===== src/rtl/lane_move_ctrl.sv =====
// lane_move_ctrl: tilt-driven three-lane character motion sequencer.
// Debounce, per-frame stepping, cooldown, then wait for neutral tilt.
module lane_move_ctrl #(
  parameter int LANE0_X   = 140,
  parameter int LANE1_X   = 260,
  parameter int LANE2_X   = 380,
  parameter int Y         = 350,
  parameter int LEFT_MAX  = 212,
  parameter int RIGHT_MIN = 416,
  parameter int RIGHT_MAX = 469,
  parameter int STEP      = 20,
  parameter int HOLD      = 3,
  parameter int COOLDOWN  = 8
) (
  input  logic       clk,
  input  logic       rst,
  input  logic       win_rst,
  input  logic       tick,
  input  logic [9:0] acl_in,
  output logic [9:0] char_x,
  output logic [8:0] char_y,
  output logic [1:0] lane,
  output logic       moving,
  output logic       busy,
  output logic       lane_changed
);

  typedef enum logic [2:0] {
    IDLE, QUAL, MOVE, COOL, WAIT_N
  } state_t;

  state_t     state, state_d;
  logic [7:0] cnt, cnt_d;
  logic       dir, dir_d;
  logic [1:0] lane_d, tl, tl_d;
  logic [9:0] x_d, tx, tx_d;
  logic       chg_d;
  logic       is_l, is_r, is_n;
  logic       ok_l, ok_r;
  logic [9:0] diff;

  function automatic logic [1:0] nxt_lane(
    input logic [1:0] l, input logic d);
    return d ? l + 2'd1 : l - 2'd1;
  endfunction

  function automatic logic [9:0] lane_x(input logic [1:0] l);
    case (l)
      2'd0:    return 10'(LANE0_X);
      2'd2:    return 10'(LANE2_X);
      default: return 10'(LANE1_X);
    endcase
  endfunction

  // Raw tilt classification; blocked directions only count as neutral
  // for qualification, not for leaving WAIT_N.
  assign is_l = acl_in <= 10'(LEFT_MAX);
  assign is_r = (acl_in >= 10'(RIGHT_MIN)) && (acl_in <= 10'(RIGHT_MAX));
  assign is_n = !is_l && !is_r;
  assign ok_l = is_l && (lane != 2'd0);
  assign ok_r = is_r && (lane != 2'd2);

  // Distance computed before subtracting so char_x cannot wrap.
  assign diff = (tx >= char_x) ? tx - char_x : char_x - tx;

  assign char_y = 9'(Y);
  assign moving = state == MOVE;
  assign busy   = state != IDLE;

  // Next-state and datapath updates, all gated by the frame tick.
  always_comb begin
    state_d = state;
    cnt_d   = cnt;
    dir_d   = dir;
    lane_d  = lane;
    x_d     = char_x;
    tl_d    = tl;
    tx_d    = tx;
    chg_d   = 1'b0;
    if (tick) begin
      case (state)
        IDLE: begin
          if (ok_l || ok_r) begin
            dir_d = ok_r;
            cnt_d = 8'd1;
            if (HOLD == 1) begin
              tl_d    = nxt_lane(lane, ok_r);
              tx_d    = lane_x(tl_d);
              state_d = MOVE;
            end else begin
              state_d = QUAL;
            end
          end
        end
        QUAL: begin
          if (dir ? ok_r : ok_l) begin
            cnt_d = cnt + 8'd1;
            if (cnt_d == 8'(HOLD)) begin
              tl_d    = nxt_lane(lane, dir);
              tx_d    = lane_x(tl_d);
              state_d = MOVE;
            end
          end else begin
            cnt_d   = 8'd0;
            state_d = IDLE;
          end
        end
        MOVE: begin
          if (diff <= 10'(STEP)) begin
            x_d     = tx;
            lane_d  = tl;
            chg_d   = 1'b1;
            cnt_d   = 8'd0;
            state_d = COOL;
          end else if (tx > char_x) begin
            x_d = char_x + 10'(STEP);
          end else begin
            x_d = char_x - 10'(STEP);
          end
        end
        COOL: begin
          if (COOLDOWN == 0 || (cnt + 8'd1) >= 8'(COOLDOWN)) begin
            cnt_d   = 8'd0;
            state_d = WAIT_N;
          end else begin
            cnt_d = cnt + 8'd1;
          end
        end
        WAIT_N: begin
          if (is_n) state_d = IDLE;
        end
        default: state_d = IDLE;
      endcase
    end
  end

  // State register; game restart behaves exactly like power-on reset.
  always_ff @(posedge clk or posedge rst) begin
    if (rst) begin
      state        <= IDLE;
      cnt          <= 8'd0;
      dir          <= 1'b0;
      lane         <= 2'd1;
      char_x       <= 10'(LANE1_X);
      tl           <= 2'd1;
      tx           <= 10'(LANE1_X);
      lane_changed <= 1'b0;
    end else if (win_rst) begin
      state        <= IDLE;
      cnt          <= 8'd0;
      dir          <= 1'b0;
      lane         <= 2'd1;
      char_x       <= 10'(LANE1_X);
      tl           <= 2'd1;
      tx           <= 10'(LANE1_X);
      lane_changed <= 1'b0;
    end else begin
      state        <= state_d;
      cnt          <= cnt_d;
      dir          <= dir_d;
      lane         <= lane_d;
      char_x       <= x_d;
      tl           <= tl_d;
      tx           <= tx_d;
      lane_changed <= chg_d;
    end
  end

endmodule


===== config.mk =====
export PLATFORM = sky130hd
export DESIGN_NAME = lane_move_ctrl
export DESIGN_NICKNAME = d
export VERILOG_FILES = /design/src/rtl/lane_move_ctrl.sv
export SDC_FILE = /design/constraint.sdc
export NUM_CORES = 1
export LEC_CHECK = 0
export ABC_CLOCK_PERIOD_IN_PS = 7300
export BUFFER_PORTS_ARGS = -buffer_cell sky130_fd_sc_hd__buf_2
export CORE_ASPECT_RATIO = 0.5
export CORE_MARGIN = 2
export CORE_UTILIZATION = 50
export CTS_CLUSTER_DIAMETER = 40
export DETAILED_ROUTE_END_ITERATION = 10
export PLACE_DENSITY = 0.73
export RECOVER_POWER = 100
export SLEW_MARGIN = 10
export SYNTH_ARGS = -nofsm -noshare
export SYNTH_HDL_FRONTEND = slang
export SYNTH_SLANG_ARGS = --single-unit

===== constraint.sdc =====
create_clock -name clk -period 7.3 [get_ports clk]
set_clock_uncertainty 0.05 [all_clocks]
set_input_delay 1.095 -clock clk [delete_from_list [all_inputs] [get_ports clk]]
set_output_delay 1.095 -clock clk [all_outputs]
set_load 0.01 [all_outputs]

==> impl_metrics.json <==
{
  "nFillCells": 503,
  "ios": 38,
  "clkSlewWorstSetupHoldPaths_ps": 50,
  "grtUsageTotal_pct": 22.7,
  "final_util_pct": 56.5,
  "dp_slack_ps": 3590,
  "cts_setup_buffers": 0,
  "antennaDiodeCount": 0,
  "run_status": "completed",
  "ant_nets": 0,
  "maxCapViolCount": 0,
  "synth_enable_flop_cells": 0,
  "worst_slack_ps": 3380,
  "postSynthCellCount": 367,
  "final_cell_mix": "nor2_1 (31), nand2_1 (29), inv_1 (26), a21oi_1 (26)",
  "period_share_pct": 53.7,
  "grt_max_degree": 30,
  "synthFlopType": "dfrtp_1",
  "critPathTopFamily": "simple AND/OR/NAND/NOR gates",
  "wirelength_um": 7190,
  "clk_latency_ps": 270,
  "final_common_cell": "nor2_1",
  "regArea_um2": 732,
  "relSlewSlack_pct": 30.0,
  "crit_type": "reg -> reg",
  "ys_ff_latch": 29,
  "synth.avg_cell_area_um2": 7.98,
  "vias_per_cell": 6.09,
  "synth_area_um2": 2930,
  "grt_pass1_wl_um": 12100,
  "cts_made_buffers": 5,
  "num-nets-final": 422,
  "antenna_found_initial": 0,
  "rsz0062_at_grt": "false",
  "cts_hold_repair.buffers": 0,
  "rows": 19,
  "multi_input_area_um2": 1950,
  "io_buffers": 26,
  "path_common_cell": "a21oi_1",
  "fp.dieW_um": 112,
  "leakage_nw": 1.38,
  "drive_gt1_share_pct": 9.40,
  "power_density_nw_per_um2": 125,
  "die_y_um": 58.1,
  "finalSetupViolations": 0,
  "first_global_vias": 2670,
  "yosys_warnings": 0,
  "drcViolationCount": 0,
  "area_growth_pct": 7.22,
  "setup_tns_ps": 0,
  "critical_path_arrival_ps": 4030,
  "vias": 2776,
  "max_stage_delay_ps": 790,
  "synth.distinct_cells": 63,
  "slowest_stage": "or4_1",
  "final_area_um2": 3140,
  "critPathBufInv": 1,
  "cts_tree": "done",
  "crit_chain": "inv_1, fa_1, o211ai_1, a21oi_1, nor3_1, nand2_1, or4_1, a21oi_1, mux2_2",
  "post_cts_resized": 0,
  "drtPass1Iterations": 4,
  "core-area_um2": 5560,
  "wl_per_cell_um": 15.8,
  "worst_setup_path_start_kind": "flip-flop",
  "synth-async-reset-ratio_pct": 100,
  "hold_viol_final": 0,
  "cts.sinks": 29,
  "drt_iter0_drc": 149,
  "end_kind": "flip-flop",
  "required_ps": 7410,
  "htree_levels": 2,
  "cts-root-buf": "clkbuf_16",
  "crit_fanout": 14,
  "dpl_cell_area_um2": 3020,
  "clk_path_buf_depth": 2,
  "gp_congestion": 0.939,
  "die_area_um2": 6530,
  "peakVddDrop_uv": 84.2,
  "dp_hpwl_um": 5260,
  "period_needed_ps": 3920,
  "seq_area_frac_synth_pct": 25.0,
  "initial_core_util_pct": 52.7,
  "hold_class": "reg -> reg",
  "grt_overflow": 0,
  "slew_viol_final": 0,
  "fmax_ghz": 0.255,
  "tightest_slew_ps": 1040
}
## synth_stat cells, types with 2 or more instances
library cell | instances | area [µm²]
or3_1 | 7 | 43.8
or2_2 | 4 | 25.0
clkbuf_1 | 8 | 30.0
a2111oi_0 | 2 | 17.5
a21boi_0 | 3 | 22.5
and2_1 | 3 | 18.8
nand4_1 | 4 | 25.0
buf_6 | 2 | 22.5
a21oi_2 | 2 | 17.5
a21oi_1 | 24 | 120
or4_1 | 2 | 15.0
and3_1 | 5 | 31.3
ha_1 | 24 | 300
o21ai_0 | 13 | 65.1
dfrtp_1 | 24 | 601
o211ai_1 | 6 | 45.0
o21bai_1 | 2 | 15.0
nor3_1 | 8 | 40.0
mux2i_1 | 7 | 70.1
nand3_1 | 17 | 85.1
dfstp_2 | 5 | 131
inv_1 | 27 | 101
fa_1 | 2 | 40.0
nor2_1 | 31 | 116
buf_4 | 11 | 82.6
o21a_1 | 5 | 37.5
a311oi_1 | 8 | 70.1
o31ai_1 | 2 | 15.0
nand2b_1 | 8 | 50.1
mux2_2 | 2 | 22.5
xor2_1 | 4 | 35.0
conb_1 | 2 | 7.51
buf_2 | 5 | 25.0
a211oi_1 | 7 | 52.6
nor4_1 | 3 | 18.8
nand2_1 | 29 | 109
a31oi_1 | 9 | 56.3
xnor2_1 | 8 | 70.1
a21o_1 | 8 | 60.1
## report_power, final
part | internal, mW | switching [mW] | leakage, nW
sequential | 0.162 | 0.00186 | 0.383
clock | 0.125 | 0.0738 | 0.0696
combinational | 0.00951 | 0.0220 | 0.927
## logic make-up (layout without fill, tap and decap cells)
group	Yosys count	after routing	synth area share, %
other	2	11	0.256
and+or+nand+nor	129	129	22.0
adders and majority gates	26	26	11.6
DFF	29	29	25.0
muxes	9	9	3.16
buffers and inverters	55	62	9.22
xor gates and xnor gates	12	12	3.59
AOI/OAI and AO/OA	105	105	25.1
## final cells by class
type	instances	share of cell area (%)
repair buffers	27	3.82
well taps	73	2.91
inverters	27	3.23
multi-input cells	292	62.2
flip-flops and latches	29	23.3
clock buffers	5	3.98
clock inverters	3	0.558
## sequential cells by signal, indices dropped and copies added, names as in the netlist
signal / cells
tx: 4
dir: 1
char_x: 8
tl: 2
lane: 2
lane_changed: 1
state: 3
cnt: 8
## metrics by stage
| step | cells | hold slack [ps] | power (mW) |
|---|---|---|---|
| finish | 456 | 457 | 0.394 |
| global route | 456 | 488 | 0.407 |
| CTS | 456 | 460 | 0.394 |
| detailed placement | 448 | 451 | 0.198 |
| global placement | 448 | 440 | 0.197 |
| floorplan | 376 | 432 | 0.192 |
## worst min-delay path, cell delays in order, from the launching register on
cell	delay (ps)
dfstp_2	360
nand2_1	50
o211ai_1	80
## per-layer routing
metal	wire length [µm]	global-route usage (%)	share of wire [%]	vias up
li1	-	-	-	1334
met1	3230	29.2	45	1328
met2	3360	39.7	47	96
met3	419	3.66	5.8	18
met4	171	7.84	2.4	0
met5	0	0	0	-
## path summary, 6_finish.rpt
kind / from / to / slack, ps / cells after the start
max reg2reg: char_x[2] / cnt[1] / 3380 / 9
max in group asynchronous: rst / char_x[3] / 5830 / 2
min reg2reg: tl[0] / tl[0] / 460 / 2
min: tl[0] / tl[0] / 460 / 2
min in group asynchronous: rst / cnt[6] / 890 / 2
max: char_x[2] / cnt[1] / 3380 / 9
Power figures use the tool's default switching activity.
